===== src/rtl/pipe_hazard_ctrl_if.sv =====
// ============================================================================
// Module  : pipe_hazard_ctrl_if
// Brief   : Hazard-controller bundle between the pipeline datapath and the
//           stall/flush sequencer.
// Revision: 1.0 - initial release
// ============================================================================
`default_nettype none

interface pipe_hazard_ctrl_if #(
  parameter int CNT_W = 16
);
  logic [4:0]       id_rs;
  logic [4:0]       id_rt;
  logic             id_use_rs;
  logic             id_use_rt;
  logic             ex_memread;
  logic [4:0]       ex_wreg;
  logic             ex_branch_taken;
  logic             id_jump;
  logic             mem_access;
  logic             mem_ready;
  logic             pc_en;
  logic             if_id_en;
  logic             if_id_flush;
  logic             id_ex_en;
  logic             id_ex_flush;
  logic             ex_mem_en;
  logic             mem_wb_flush;
  logic             mem_err;
  logic [CNT_W-1:0] stall_cnt;
  logic [CNT_W-1:0] flush_cnt;

  // Datapath side: supplies hazard sources, consumes enables/flushes.
  modport master (
    output id_rs, id_rt, id_use_rs, id_use_rt, ex_memread, ex_wreg,
           ex_branch_taken, id_jump, mem_access, mem_ready,
    input  pc_en, if_id_en, if_id_flush, id_ex_en, id_ex_flush, ex_mem_en,
           mem_wb_flush, mem_err, stall_cnt, flush_cnt
  );

  // Sequencer side.
  modport slave (
    input  id_rs, id_rt, id_use_rs, id_use_rt, ex_memread, ex_wreg,
           ex_branch_taken, id_jump, mem_access, mem_ready,
    output pc_en, if_id_en, if_id_flush, id_ex_en, id_ex_flush, ex_mem_en,
           mem_wb_flush, mem_err, stall_cnt, flush_cnt
  );
endinterface

`default_nettype wire


===== src/rtl/pipe_hazard_ctrl.sv =====
// ============================================================================
// Module  : pipe_hazard_ctrl
// Brief   : Stall/flush sequencer for a 5-stage pipeline (load-use, redirect,
//           variable-latency MEM with timeout watchdog, perf counters).
// Revision: 1.0 - initial release
// ============================================================================
`default_nettype none

module pipe_hazard_ctrl #(
  parameter int TIMEOUT = 16,
  parameter int CNT_W   = 16
) (
  input  logic               clk,
  input  logic               reset,
  pipe_hazard_ctrl_if.slave  bus
);

  localparam int            WW    = $clog2(TIMEOUT) + 1;
  localparam logic [WW-1:0] W_MAX = WW'(TIMEOUT - 1);

  typedef enum logic [0:0] {RUN = 1'b0, MEM_WAIT = 1'b1} state_t;

  state_t           state;
  logic [WW-1:0]    wcnt;
  logic             mem_err;
  logic [CNT_W-1:0] stall_cnt;
  logic [CNT_W-1:0] flush_cnt;

  logic lu, mstall, tout, redirect;
  logic pc_en, if_id_en, if_id_flush, id_ex_en, id_ex_flush, ex_mem_en, mem_wb_flush;

  assign lu = bus.ex_memread && (bus.ex_wreg != 5'd0) &&
              ((bus.id_use_rs && (bus.id_rs == bus.ex_wreg)) ||
               (bus.id_use_rt && (bus.id_rt == bus.ex_wreg)));

  assign mstall = ((state == RUN) && bus.mem_access && !bus.mem_ready) ||
                  ((state == MEM_WAIT) && !bus.mem_ready && (wcnt != W_MAX));

  assign tout     = (state == MEM_WAIT) && !bus.mem_ready && (wcnt == W_MAX);
  assign redirect = bus.ex_branch_taken || bus.id_jump;

  always_comb begin
    pc_en        = 1'b0;
    if_id_en     = 1'b0;
    if_id_flush  = 1'b0;
    id_ex_en     = 1'b0;
    id_ex_flush  = 1'b0;
    ex_mem_en    = 1'b0;
    mem_wb_flush = 1'b0;
    if (reset) begin
      if (mstall) begin
        mem_wb_flush = 1'b1;
      end else begin
        pc_en     = 1'b1;
        if_id_en  = 1'b1;
        id_ex_en  = 1'b1;
        ex_mem_en = 1'b1;
        if (bus.ex_branch_taken) begin
          if_id_flush = 1'b1;
          id_ex_flush = 1'b1;
        end else if (bus.id_jump) begin
          if_id_flush = 1'b1;
        end else if (lu) begin
          pc_en       = 1'b0;
          if_id_en    = 1'b0;
          id_ex_flush = 1'b1;
        end
        // The abandoned access must not retire into WB.
        mem_wb_flush = tout;
      end
    end
  end

  always_ff @(posedge clk) begin
    if (!reset) begin
      state     <= RUN;
      wcnt      <= '0;
      mem_err   <= 1'b0;
      stall_cnt <= '0;
      flush_cnt <= '0;
    end else begin
      case (state)
        RUN: begin
          if (bus.mem_access && !bus.mem_ready) begin
            state <= MEM_WAIT;
            wcnt  <= WW'(1);
          end
        end
        MEM_WAIT: begin
          if (bus.mem_ready) begin
            state <= RUN;
            wcnt  <= '0;
          end else if (tout) begin
            state   <= RUN;
            wcnt    <= '0;
            mem_err <= 1'b1;
          end else begin
            wcnt <= wcnt + WW'(1);
          end
        end
        default: begin
          state <= RUN;
          wcnt  <= '0;
        end
      endcase
      if ((mstall || lu) && (stall_cnt != {CNT_W{1'b1}}))
        stall_cnt <= stall_cnt + CNT_W'(1);
      if (redirect && !mstall && (flush_cnt != {CNT_W{1'b1}}))
        flush_cnt <= flush_cnt + CNT_W'(1);
    end
  end

  assign bus.pc_en        = pc_en;
  assign bus.if_id_en     = if_id_en;
  assign bus.if_id_flush  = if_id_flush;
  assign bus.id_ex_en     = id_ex_en;
  assign bus.id_ex_flush  = id_ex_flush;
  assign bus.ex_mem_en    = ex_mem_en;
  assign bus.mem_wb_flush = mem_wb_flush;
  assign bus.mem_err      = mem_err;
  assign bus.stall_cnt    = stall_cnt;
  assign bus.flush_cnt    = flush_cnt;

endmodule

`default_nettype wire


===== src/flat_wrapper.sv =====
// flat-port wrapper written by rule: the top's interface ports become plain ports
module pipe_hazard_ctrl_flat 
#(
  parameter int TIMEOUT = 16,
  parameter int CNT_W   = 16
)
  (clk, reset, bus_id_rs, bus_id_rt, bus_id_use_rs, bus_id_use_rt, bus_ex_memread, bus_ex_wreg, bus_ex_branch_taken, bus_id_jump, bus_mem_access, bus_mem_ready, bus_pc_en, bus_if_id_en, bus_if_id_flush, bus_id_ex_en, bus_id_ex_flush, bus_ex_mem_en, bus_mem_wb_flush, bus_mem_err, bus_stall_cnt, bus_flush_cnt);
  pipe_hazard_ctrl_if #(.CNT_W(CNT_W)) bus_i ();
  input  logic clk;
  input  logic reset;
  input wire logic [$bits(bus_i.id_rs)-1:0] bus_id_rs;
  input wire logic [$bits(bus_i.id_rt)-1:0] bus_id_rt;
  input wire logic [$bits(bus_i.id_use_rs)-1:0] bus_id_use_rs;
  input wire logic [$bits(bus_i.id_use_rt)-1:0] bus_id_use_rt;
  input wire logic [$bits(bus_i.ex_memread)-1:0] bus_ex_memread;
  input wire logic [$bits(bus_i.ex_wreg)-1:0] bus_ex_wreg;
  input wire logic [$bits(bus_i.ex_branch_taken)-1:0] bus_ex_branch_taken;
  input wire logic [$bits(bus_i.id_jump)-1:0] bus_id_jump;
  input wire logic [$bits(bus_i.mem_access)-1:0] bus_mem_access;
  input wire logic [$bits(bus_i.mem_ready)-1:0] bus_mem_ready;
  output wire logic [$bits(bus_i.pc_en)-1:0] bus_pc_en;
  output wire logic [$bits(bus_i.if_id_en)-1:0] bus_if_id_en;
  output wire logic [$bits(bus_i.if_id_flush)-1:0] bus_if_id_flush;
  output wire logic [$bits(bus_i.id_ex_en)-1:0] bus_id_ex_en;
  output wire logic [$bits(bus_i.id_ex_flush)-1:0] bus_id_ex_flush;
  output wire logic [$bits(bus_i.ex_mem_en)-1:0] bus_ex_mem_en;
  output wire logic [$bits(bus_i.mem_wb_flush)-1:0] bus_mem_wb_flush;
  output wire logic [$bits(bus_i.mem_err)-1:0] bus_mem_err;
  output wire logic [$bits(bus_i.stall_cnt)-1:0] bus_stall_cnt;
  output wire logic [$bits(bus_i.flush_cnt)-1:0] bus_flush_cnt;
  assign bus_i.id_rs = bus_id_rs;
  assign bus_i.id_rt = bus_id_rt;
  assign bus_i.id_use_rs = bus_id_use_rs;
  assign bus_i.id_use_rt = bus_id_use_rt;
  assign bus_i.ex_memread = bus_ex_memread;
  assign bus_i.ex_wreg = bus_ex_wreg;
  assign bus_i.ex_branch_taken = bus_ex_branch_taken;
  assign bus_i.id_jump = bus_id_jump;
  assign bus_i.mem_access = bus_mem_access;
  assign bus_i.mem_ready = bus_mem_ready;
  assign bus_pc_en = bus_i.pc_en;
  assign bus_if_id_en = bus_i.if_id_en;
  assign bus_if_id_flush = bus_i.if_id_flush;
  assign bus_id_ex_en = bus_i.id_ex_en;
  assign bus_id_ex_flush = bus_i.id_ex_flush;
  assign bus_ex_mem_en = bus_i.ex_mem_en;
  assign bus_mem_wb_flush = bus_i.mem_wb_flush;
  assign bus_mem_err = bus_i.mem_err;
  assign bus_stall_cnt = bus_i.stall_cnt;
  assign bus_flush_cnt = bus_i.flush_cnt;
  pipe_hazard_ctrl #(.TIMEOUT(TIMEOUT), .CNT_W(CNT_W)) u_core (.clk(clk), .reset(reset), .bus(bus_i));
endmodule

===== config.mk =====
export PLATFORM = sky130hd
export DESIGN_NAME = pipe_hazard_ctrl_flat
export DESIGN_NICKNAME = d
export VERILOG_FILES = /design/src/rtl/pipe_hazard_ctrl_if.sv /design/src/rtl/pipe_hazard_ctrl.sv /design/src/flat_wrapper.sv
export SDC_FILE = /design/constraint.sdc
export NUM_CORES = 1
export LEC_CHECK = 0
export BUFFER_PORTS_ARGS = -buffer_cell sky130_fd_sc_hd__buf_4
export CORE_UTILIZATION = 50
export DETAILED_ROUTE_END_ITERATION = 10
export PLACE_DENSITY = 0.77
export SLEW_MARGIN = 20
export SYNTH_ARGS = -nofsm -noshare
export SYNTH_HDL_FRONTEND = slang
export SYNTH_SLANG_ARGS = --single-unit

===== constraint.sdc =====
create_clock -name clk -period 5.2 [get_ports clk]
set_input_delay 0.52 -clock clk [delete_from_list [all_inputs] [get_ports clk]]
set_output_delay 0.52 -clock clk [all_outputs]
set_load 0.01 [all_outputs]

==> results of run 1 <==
## power by group through the flow
stage	Combinational, mW	Sequential (mW)	Clock, mW
2_1_floorplan	0.0477	0.319	0
4_1_cts	0.0824	0.311	0.210
3_3_place_gp	0.0806	0.319	0
6_report	0.0813	0.311	0.204
5_1_grt	0.0902	0.313	0.223
3_5_place_dp	0.0818	0.318	0
## sequential cells by signal, indices dropped and copies added, names as in the netlist
name	flops
u_core.bus.flush_cnt	16
u_core.bus.mem_err	1
u_core.bus.stall_cnt	16
u_core.state	1
u_core.wcnt	5
## per-layer routing
| layer | wire (µm) | global-route usage | vias to the layer above |
|---|---|---|---|
| li1 | - | - | 1032 |
| met1 | 2103 | 0.2591 | 934 |
| met5 | 0 | 0 | - |
| met3 | 306 | 0.05479 | 6 |
| met4 | 68 | 0.08511 | 0 |
| met2 | 2169 | 0.3712 | 61 |
## cell type report
cell class | instances | area, µm² | area share
tap | 50 | 62.56 | 0.02336
clock inverter | 3 | 20.02 | 0.007477
inverter | 7 | 26.28 | 0.009813
clock buffer | 5 | 68.82 | 0.02570
multi-input combinational | 194 | 1246 | 0.4654
sequential | 39 | 780.7 | 0.2916
timing repair buffer | 63 | 473.0 | 0.1766
## worst max path at each step
| stage | cells past startpoint | startpoint | endpoint | slack, ns |
|---|---|---|---|---|
| finish | 4 | reset | bus_mem_wb_flush | 2.70 |
| global route | 4 | reset | bus_mem_wb_flush | 2.53 |
| CTS | 4 | reset | bus_mem_wb_flush | 2.64 |
| detailed placement | 4 | reset | bus_mem_wb_flush | 2.65 |
| global placement | 4 | reset | bus_mem_wb_flush | 2.68 |
| floorplan | 6 | bus_ex_wreg[0] | bus_pc_en | 3.02 |
## cells in the mapped netlist, drive strengths merged, types with 6 or more instances
cell | n | area [µm²]
dfxtp | 39 | 780.8
nor2 | 35 | 138.9
nand2 | 17 | 63.81
a21oi | 16 | 83.83
nand3 | 16 | 80.08
nand4 | 13 | 81.33
xnor2 | 13 | 113.9
xor2 | 12 | 105.1
o21ai | 11 | 58.81
o31ai | 7 | 52.55
or4 | 7 | 52.55
inv | 6 | 22.52
or3 | 6 | 37.54
## cell usage in the layout (no fill, tap or decap), types with 6 or more instances in the layout
cell type,count
sky130_fd_sc_hd__o21ai_1,6
sky130_fd_sc_hd__or3_1,6
sky130_fd_sc_hd__a21oi_1,15
sky130_fd_sc_hd__or4_1,7
sky130_fd_sc_hd__nor2_1,34
sky130_fd_sc_hd__dfxtp_1,39
sky130_fd_sc_hd__xor2_1,12
sky130_fd_sc_hd__o31ai_1,7
sky130_fd_sc_hd__buf_4,63
sky130_fd_sc_hd__nand3_1,16
sky130_fd_sc_hd__nand4_1,13
sky130_fd_sc_hd__xnor2_1,13
sky130_fd_sc_hd__nand2_1,17
## worst reg2reg max path: stages, from the launching register on
cell	delay, ns
sky130_fd_sc_hd__dfxtp_1	0.44
sky130_fd_sc_hd__ha_1	0.24
sky130_fd_sc_hd__nand4_1	0.18
sky130_fd_sc_hd__nor4_4	0.40
sky130_fd_sc_hd__nor2_1	0.10
sky130_fd_sc_hd__a21oi_2	0.49
sky130_fd_sc_hd__or4_1	0.21
sky130_fd_sc_hd__a21oi_1	0.06
## logic make-up (layout without fill, tap and decap cells)
logic type               after synthesis  after routing  synth area share
AO/OA/AOI/OAI                         51             51            0.1735
XOR/XNOR                              25             25            0.1044
adder cells (fa/ha/maj)                3              3           0.01789
buffers and inverters                 15             78           0.03399
flip-flops                            39             39            0.3721
multiplexers                           1              1          0.004771
AND/OR/NAND/NOR                      114            114            0.2934
==> out/qor_table.md, run 1 <==
| Quantity | This run |
| --- | --- |
| Run status | finished, final reports clean |
| Die span in y | 66.78 µm |
| Clock transition time at the flip-flop clock pins of the worst setup and hold paths | 0.08 ns |
| Total buffers and inverters traversed by the critical path | 3 |
| Critical path's top delay family | buffers and inverters |
| Launch point of the worst hold path | u_core.wcnt[4] |
| Final ANT Viol Nets | 0 |
| Post-layout minimum cycle time | 2.497 ns |
| Unrepaired setup endpoints after global routing | no |
| Vias post-DR | 2033 |
| Standard cell area after detailed placement | 2589 µm² |
| Final cycle utilization of the critical path | 0.4802 |
| Detail-routed net length per standard cell | 12.87 µm |
| Final slew viol count | 0 |
| Data required time at the worst endpoint | 4.68 ns |
| Part of the total power dissipated in the clock network | 0.342 |
| Number of global-route vias before repair | 1666 |
| P per Cell Area | 222.8 nW/µm² |
| Maximum number of pins on one net before global-route repair | 36 |
| Max Cap Viol | 0 |
| Critical path, cell by cell | buf_4, clkinv_1, nor3_1, buf_4 |
| Proportion of layout cells with a drive suffix above 1 | 0.2733 |
| Area enclosed by the die boundary | 4460 µm² |
| Post-Route Skew | 0.004586 ns |
| Overall Global Routing Usage | 0.2179 |
| Startpoint-to-endpoint class of the critical path | in2out |
| Number of buffers created by CTS | 5 |
| Count of standard-cell rows | 23 |
| Place WS | 2.648 ns |
| Design internal power | 438.2 µW |
| Most frequent CP cell | sky130_fd_sc_hd__buf_4 |
| Initial core utilization | 0.5208 |
| Actual slew at the worst max-slew pin | 0.9436 ns |
| Layout overhead on the synthesized area | 27.61% |
| RR Startpoint | u_core.bus.stall_cnt[1] |
| Final Util | 0.6646 |
| TritonCTS clock tree | built |
| Register bit count reported by yosys | 39 |
| Predominant post-synthesis flop cell | sky130_fd_sc_hd__dfxtp_1 |
| IR Drop Worst-Case VDD | 0.1879 mV |
| Fin Setup TNS | 0 ns |
| Routed via count divided by cell count | 5.632 |
| Number of enable flip-flop cells after synthesis | 0 |
| Post-Route WL | 4.647 mm |
| Sequential share of the synthesized area | 0.3721 |
| Max clock buf depth | 2 |
| Fraction of registers with async set/reset | 0 |
| R2r worst-path depth | 7 |
| Switching power summed over all nets | 158.3 µW |
| Remaining global-route overflow | 0 |
| Kind of launch point of the worst setup path | input port |
| Depth of the CTS H-tree | 2 |
| Post-route design area | 2678 µm² |
| Unique cell type count in the Yosys netlist | 51 |
| Setup slack, reg-to-reg | 2.93 ns |
| Post-route worst hold slack | 0.4649 ns |
| # clock sinks | 39 |
| Horizontal extent of the die | 66.78 µm |
| Terminating pin of the worst hold path | u_core.wcnt[4] |
| Final Net Count | 337 |
| Finished Layout Cells | 361 |
| Clock latency of the later-clocked register in the worst-skew pair | 0.30 ns |
| Total of cells resized after clock tree synthesis | 0 |
| Number of design rule violations left after detail routing | 0 |
| Yosys warns | 0 |
| Clock Root Buffer | sky130_fd_sc_hd__clkbuf_8 |
| Total power | 596.5 µW |
| Number of placed I/O pins | 64 |
| Worst min path class | reg2reg |
| Setup violators final | 0 |
| Signal arrival time at the worst endpoint | 1.98 ns |
| Maximum fanout count along the critical path | 35 |
| Highest attainable clock frequency | 0.4005 GHz |
| Count of cells along the worst hold path | 1 |
| Syn nets | 275 |
| Global-route wire length before repair | 7.341 mm |
| Number of buffers inserted for hold repair after clock tree synthesis | 0 |
| Worst relative slew slack | 0.3671 |
| End of the worst register-to-register path | u_core.bus.stall_cnt[13] |
| Post-synthesis instance area | 2098 µm² |
| Share of total power in sequential cells | 0.522 |
| Cell count after placement | 353 |
| Core ar. | 4029 µm² |
| Standard cell with the maximum stage delay on the critical path | sky130_fd_sc_hd__clkinv_1 |
| Number of cells produced by synthesis | 248 |
| Half-perimeter wire length after placement | 3.358 mm |
| Type of destination of the critical path | primary output |
| Final hold vios | 0 |
| Switching part of the total power | 0.2654 |
| CP peak stage delay | 0.74 ns |
| Total setup buffers inserted after CTS | 0 |
| Least setup slack across all paths after layout | 2.703 ns |
| Starting DRT DRC Count | 62 |
| Mean area per synthesized cell | 8.461 µm² |
| Proportion of power drawn by combinational gates | 0.136 |
| Port-buffer cells | 63 |
| Ant diodes | 0 |
| Layout fillers | 355 |
| Leak | 1.031 nW |
| Initial antenna violation count | 0 |
| 1st-pass router iterations | 4 |
| Final estimated routing congestion in global placement | 0.8293 |
(Power assumes the default switching activity.)
==> inputs of run 2 (changes only) <==
--- a/config.mk
+++ b/config.mk
@@ -5,10 +5,11 @@
 export SDC_FILE = /design/constraint.sdc
 export NUM_CORES = 1
 export LEC_CHECK = 0
+export ABC_AREA = 1
 export BUFFER_PORTS_ARGS = -buffer_cell sky130_fd_sc_hd__buf_4
-export CORE_UTILIZATION = 50
+export CORE_UTILIZATION = 48
 export DETAILED_ROUTE_END_ITERATION = 10
-export PLACE_DENSITY = 0.77
+export PLACE_DENSITY = 0.76
 export SLEW_MARGIN = 20
 export SYNTH_ARGS = -nofsm -noshare
 export SYNTH_HDL_FRONTEND = slang
==> constraint.sdc (replaced) <==
create_clock -name clk -period 2.2 [get_ports clk]
set_input_delay 0.22 -clock clk [delete_from_list [all_inputs] [get_ports clk]]
set_output_delay 0.22 -clock clk [all_outputs]
set_load 0.01 [all_outputs]
==> run 2 against run 1 <==
  * Via count is 25% higher
  * Count of clock-buffer cells in the layout is 1 higher
  * Flip-flop and latch count stayed put
  * Power is 140% higher
  * Critical endpoint is now bus_pc_en
  * Largest power group unchanged
  * Highest routed layer unchanged
==> out/qor_table.md, run 2 <==
| Quantity | This run |
| --- | --- |
| Final hold vios | 0 |
| Actual slew at the worst max-slew pin | 0.3341 ns |
| P per Cell Area | 479.0 nW/µm² |
| Clock transition time at the flip-flop clock pins of the worst setup and hold paths | 0.07 ns |
| Depth of the CTS H-tree | 2 |
| Final Net Count | 477 |
| Top cell types by occurrence after synthesis | sky130_fd_sc_hd__nand2_1, sky130_fd_sc_hd__nor2_1, sky130_fd_sc_hd__inv_1, sky130_fd_sc_hd__dfxtp_1, sky130_fd_sc_hd__nand3_1 |
| Design internal power | 1.066 mW |
| Routed via count divided by cell count | 4.934 |
| Final ANT Viol Nets | 0 |
| Area enclosed by the die boundary | 5369 µm² |
| Post-Route WL | 5.398 mm |
| Signal arrival time at the worst endpoint | 1.84 ns |
| Unrepaired setup endpoints after global routing | no |
| Predominant post-synthesis flop cell | sky130_fd_sc_hd__dfxtp_1 |
| Critical path, cell by cell | ha_1, nand3_2, o21ai_2, inv_2, nor3_2, o21ai_0, inv_1, buf_4 |
| CP peak stage delay | 0.38 ns |
| Proportion of layout cells with a drive suffix above 1 | 0.2111 |
| Data required time at the worst endpoint | 1.98 ns |
| Post-synthesis instance area | 2439 µm² |
| Overall Global Routing Usage | 0.2204 |
| Syn nets | 414 |
| Layout fillers | 483 |
| Half-perimeter wire length after placement | 4.036 mm |
| Commonest non-fill, non-tap cell in the layout | sky130_fd_sc_hd__nand2_1 |
| Vias post-DR | 2551 |
| Maximum fanout count along the critical path | 4 |
| Unique cell type count in the Yosys netlist | 28 |
| Total of cells resized after clock tree synthesis | 1 |
| Post-Route Skew | 0.006636 ns |
| Total setup buffers inserted after CTS | 0 |
| Max clock buf depth | 2 |
| Run status | finished, final reports clean |
| Part of the total power dissipated in the clock network | 0.335 |
| Number of global-route vias before repair | 2207 |
| Post-layout minimum cycle time | 2.058 ns |
| Number of buffers inserted for hold repair after clock tree synthesis | 0 |
| Final slew viol count | 0 |
| Switching part of the total power | 0.2672 |
| Proportion of power drawn by combinational gates | 0.160 |
| Cell count after placement | 510 |
| Mean area per synthesized cell | 6.301 µm² |
| TritonCTS clock tree | built |
| Global-route wire length before repair | 9.384 mm |
| Portion of synthesized cell area occupied by the leading cell type | 0.3202 |
| Register bit count reported by yosys | 39 |
| Startpoint-to-endpoint class of the critical path | reg2out |
| Launch point of the worst hold path | bus_mem_ready |
| Kind of launch point of the worst setup path | flip-flop |
| Final estimated routing congestion in global placement | 0.8790 |
| RR Startpoint | u_core.wcnt[0] |
| Least setup slack across all paths after layout | 0.1418 ns |
| Switching power summed over all nets | 388.7 µW |
| Remaining global-route overflow | 0 |
| Origin of the worst setup path | u_core.wcnt[0] |
| Core ar. | 4817 µm² |
| Max Cap Viol | 0 |
| Clock latency of the later-clocked register in the worst-skew pair | 0.29 ns |
| Multi-input gate area | 1398 µm² |
| Yosys warns | 0 |
| Port-buffer cells | 63 |
| Number of cells produced by synthesis | 387 |
| Initial core utilization | 0.5062 |
| Worst min path class | in2reg |
| Horizontal extent of the die | 73.28 µm |
| Count of standard-cell rows | 25 |
| Post-route worst hold slack | 0.2634 ns |
| # clock sinks | 39 |
| Fraction of registers with async set/reset | 0 |
| Number of buffers created by CTS | 5 |
| Clock Root Buffer | sky130_fd_sc_hd__clkbuf_8 |
| Initial antenna violation count | 0 |
| Combined flip-flop and latch cell area | 780.7 µm² |
| Standard cell with the maximum stage delay on the critical path | sky130_fd_sc_hd__dfxtp_1 |
| Ant diodes | 0 |
| Biggest registers after layout | u_core.bus.flush_cnt x16, u_core.bus.stall_cnt x16, u_core.wcnt x5 |
| Number of design rule violations left after detail routing | 0 |
| Starting DRT DRC Count | 165 |
| Finished Layout Cells | 517 |
| Leading area contributor after synthesis | sky130_fd_sc_hd__dfxtp_1 |
| Highest attainable clock frequency | 0.4859 GHz |
| Cell with the most instances after synthesis | sky130_fd_sc_hd__nand2_1 |
| Top library cells by usage in the layout, fill and taps aside | sky130_fd_sc_hd__nand2_1, sky130_fd_sc_hd__buf_4, sky130_fd_sc_hd__nor2_1 |
| Die span in y | 73.28 µm |
| Number of placed I/O pins | 64 |
| 1st-pass router iterations | 4 |
| Place WS | 0.2942 ns |
| Fin Setup TNS | 0 ns |
| Leak | 1.510 nW |
| Worst relative slew slack | 0.7764 |
| Type of destination of the critical path | primary output |
| Leading cell types by total area after synthesis | sky130_fd_sc_hd__dfxtp_1, sky130_fd_sc_hd__nand2_1, sky130_fd_sc_hd__nor2_1 |
| IR Drop Worst-Case VDD | 0.2472 mV |
| Layout overhead on the synthesized area | 24.53% |
| Sequential share of the synthesized area | 0.3202 |
| Maximum number of pins on one net before global-route repair | 32 |
| Setup violators final | 0 |
| Share of total power in sequential cells | 0.506 |
| Total power | 1.454 mW |
| Detail-routed net length per standard cell | 10.44 µm |
| Final cycle utilization of the critical path | 0.9355 |
| Number of enable flip-flop cells after synthesis | 0 |
-- run 2: changes by cell type after synthesis, moves of 6 or more --
cell                      previous run  this run
sky130_fd_sc_hd__o21ai_1             6         0
sky130_fd_sc_hd__or4_1               7         0
sky130_fd_sc_hd__nand3_1            16        28
sky130_fd_sc_hd__inv_1               5        44
sky130_fd_sc_hd__xnor2_1            13         4
sky130_fd_sc_hd__a21oi_1            15        26
sky130_fd_sc_hd__nor2_1             34        64
sky130_fd_sc_hd__or3_1               6         0
sky130_fd_sc_hd__o31ai_1             7         0
sky130_fd_sc_hd__nand2_1            17       114
-- run 2: cell families after synthesis --
group | synth area share
flops | 0.3202
fa+ha+maj | 0.01539
buf+inv | 0.1088
compound gates | 0.09697
simple gates | 0.4192
xor+xnor | 0.03951
-- run 2: path summary, 6_finish.rpt --
path / endpoint / depth (start not counted) / slack (ns)
setup reg to reg: u_core.bus.flush_cnt[12] / 11 / 0.27
hold reg to reg: u_core.wcnt[4] / 2 / 0.47
setup / recovery: bus_pc_en / 8 / 0.14
hold / removal: u_core.wcnt[4] / 4 / 0.26
-- run 2: area by class of cell --
cell class	instances	share of cell area
clock inverter	1	0.001648
tap	67	0.02761
timing repair buffer	68	0.1681
inverter	47	0.05810
clock buffer	6	0.02719
sequential	39	0.2571
multi-input combinational	289	0.4602
-- run 2: critical path, delay by kind of cell, from the launching register on --
family                     cells  cell delay (ns)
AOI/OAI and AO/OA              2             0.33
buffers and inverters          3             0.29
and+or+nand+nor                2             0.36
adders and majority gates      1             0.20
DFF                            1             0.38
-- run 2: metal layers --
layer,part of all wire,up-vias,track usage
li1,-,1346,-
met1,0.47,1121,0.2857
met2,0.46,77,0.3683
met3,0.060,7,0.05350
met4,0.011,0,0.05229
met5,0,-,0
-- run 2: metrics by stage --
stage               instance area, µm²  utilization
floorplan                         2439            -
global placement                  2944       0.6112
detailed placement                2944       0.6112
CTS                               3037       0.6304
global route                      3037       0.6304
finish                            3037       0.6304
-- run 2: power groups by stage --
stage | logic [mW] | clock network [mW] | registers, mW
5_1_grt | 0.260 | 0.535 | 0.737
3_3_place_gp | 0.227 | 0 | 0.750
4_1_cts | 0.233 | 0.505 | 0.735
6_report | 0.232 | 0.487 | 0.735
3_5_place_dp | 0.230 | 0 | 0.751
2_1_floorplan | 0.148 | 0 | 0.754
==> inputs of run 3 (changes only) <==
--- a/config.mk
+++ b/config.mk
@@ -10,6 +10,7 @@
 export CORE_UTILIZATION = 48
 export DETAILED_ROUTE_END_ITERATION = 10
 export PLACE_DENSITY = 0.76
+export SETUP_SLACK_MARGIN = 0.3
 export SLEW_MARGIN = 20
 export SYNTH_ARGS = -nofsm -noshare
 export SYNTH_HDL_FRONTEND = slang
==> run 3 against run 2 <==
  * Global-route usage rose by 0.55 points
  * Combinational power is 12% higher
  * Via count grew 2.0%
  * Worst setup slack improved by 0.23 ns
  * Count of clock-buffer cells in the layout stayed put
  * Flip-flop and latch count did not move
  * Maximum frequency grew 13%
  * Utilization up 2.5 points
  * Design area increased by 4.0%
  * Hold slack worse by 0.033 ns
  * Critical endpoint is now bus_if_id_en
  * Largest cell class unchanged
==> out/qor_table.md, run 3 (synthesized netlist as in run 2, its figures left out) <==
| Quantity | This run |
| --- | --- |
| Cell count after placement | 510 |
| Number of buffers inserted for hold repair after clock tree synthesis | 0 |
| Setup slack, reg-to-reg | 0.38 ns |
| Type of destination of the critical path | primary output |
| Remaining global-route overflow | 0 |
| Run status | finished, final reports clean |
| TritonCTS clock tree | built |
| Die span in y | 73.28 µm |
| Layout overhead on the synthesized area | 29.55% |
| Post-Route WL | 5.681 mm |
| Horizontal extent of the die | 73.28 µm |
| Total power | 1.489 mW |
| # clock sinks | 39 |
| Setup violators final | 0 |
| Ant diodes | 0 |
| Commonest non-fill, non-tap cell in the layout | sky130_fd_sc_hd__nand2_1 |
| Half-perimeter wire length after placement | 4.036 mm |
| Final cycle utilization of the critical path | 0.8303 |
| Leak | 1.554 nW |
| Depth of the CTS H-tree | 2 |
| Final hold vios | 0 |
| Final slew viol count | 0 |
| Final Util | 0.6558 |
| Count of standard-cell rows | 25 |
| Biggest registers after layout | u_core.bus.flush_cnt x16, u_core.bus.stall_cnt x16, u_core.wcnt x5 |
| Area enclosed by the die boundary | 5369 µm² |
| Max Cap Viol | 0 |
| P per Cell Area | 471.2 nW/µm² |
| Finished Layout Cells | 524 |
| Starting DRT DRC Count | 166 |
| Maximum fanout count along the critical path | 3 |
| Clock Root Buffer | sky130_fd_sc_hd__clkbuf_8 |
| Clock transition time at the flip-flop clock pins of the worst setup and hold paths | 0.07 ns |
| Post-layout minimum cycle time | 1.827 ns |
| Final estimated routing congestion in global placement | 0.8790 |
| Max clock buf depth | 2 |
| Actual slew at the worst max-slew pin | 0.4203 ns |
| Top library cells by usage in the layout, fill and taps aside | sky130_fd_sc_hd__nand2_1, sky130_fd_sc_hd__buf_4, sky130_fd_sc_hd__nor2_1 |
| Clock latency of the later-clocked register in the worst-skew pair | 0.29 ns |
| Kind of launch point of the worst setup path | flip-flop |
| Worst min path class | in2reg |
| Unrepaired setup endpoints after global routing | yes |
| 1st-pass router iterations | 4 |
| Worst relative slew slack | 0.7187 |
| Post-Route Skew | 0.006432 ns |
| Initial antenna violation count | 0 |
| IR Drop Worst-Case VDD | 0.2470 mV |
| Fin Setup TNS | 0 ns |
| Number of buffers created by CTS | 5 |
| Final ANT Viol Nets | 0 |
| Proportion of layout cells with a drive suffix above 1 | 0.2385 |
| Routed via count divided by cell count | 4.968 |
| Global-route wire length before repair | 9.591 mm |
| Startpoint-to-endpoint class of the critical path | reg2out |
| Number of placed I/O pins | 64 |
| Maximum number of pins on one net before global-route repair | 32 |
| Final Net Count | 484 |
| Initial core utilization | 0.5062 |
| Data required time at the worst endpoint | 1.98 ns |
| Core ar. | 4817 µm² |
| Number of design rule violations left after detail routing | 0 |
| Vias post-DR | 2603 |
| Port-buffer cells | 63 |
| Layout fillers | 464 |
| Overall Global Routing Usage | 0.2259 |
| Highest attainable clock frequency | 0.5475 GHz |
| Detail-routed net length per standard cell | 10.84 µm |
| Number of global-route vias before repair | 2245 |
| Signal arrival time at the worst endpoint | 1.61 ns |
## run 3: per-layer routing
| layer | share of wire | track usage |
|---|---|---|
| met5 | 0 | 0 |
| met4 | 0.013 | 0.06972 |
| met3 | 0.072 | 0.05761 |
| met2 | 0.47 | 0.3704 |
| met1 | 0.44 | 0.2908 |
## run 3: what timing repair did
action / 4_1_cts / 5_1_grt
hold endpoints to repair: 0 / 0
endpoints found under the setup margin: 7 / 35
gates resized for setup: 7 / 8
pin swaps: 2 / 3
buffers inserted: 4 / 3
## run 3: path summary, 6_finish.rpt
kind / start / to / cells after the start
setup / recovery: u_core.wcnt[0] / bus_if_id_en / 8
hold / removal: bus_mem_ready / u_core.wcnt[4] / 4
setup reg to reg: u_core.wcnt[0] / u_core.bus.flush_cnt[12] / 11
hold reg to reg: u_core.wcnt[4] / u_core.wcnt[4] / 2
## run 3: area by class of cell
type	instances	area (µm²)	area share
timing repair buffer	75	575.6	0.1822
sequential	39	783.3	0.2479
clock buffer	6	82.58	0.02614
clock inverter	1	5.005	0.001584
multi-input combinational	289	1450	0.4590
inverter	47	178.9	0.05663
tap	67	83.83	0.02653
## run 3: worst max-delay path, cell delays in order, from the launching register on
cell                      delay [ns]
sky130_fd_sc_hd__dfxtp_2        0.37
sky130_fd_sc_hd__ha_4           0.15
sky130_fd_sc_hd__nand3_4        0.08
sky130_fd_sc_hd__o21ai_2        0.18
sky130_fd_sc_hd__inv_2          0.09
sky130_fd_sc_hd__nor3_4         0.17
sky130_fd_sc_hd__o21ai_1        0.10
sky130_fd_sc_hd__inv_1          0.07
sky130_fd_sc_hd__buf_4          0.12
## run 3: power by group
part           total, mW  switching, mW  internal [mW]
logic              0.259          0.141          0.118
registers          0.737         0.0171          0.720
clock network      0.493          0.247          0.246
total               1.49          0.405           1.08
## run 3: per-stage QoR
stage	hold WS, ns	setup WS (ns)	area [µm²]
6_report	0.2305	0.3734	3159
5_1_grt	0.2342	0.2498	3159
4_1_cts	0.2564	0.3074	3088
3_5_place_dp	0.4598	0.2942	2944
3_3_place_gp	0.4574	0.3479	2944
2_1_floorplan	0.4347	0.3021	2439
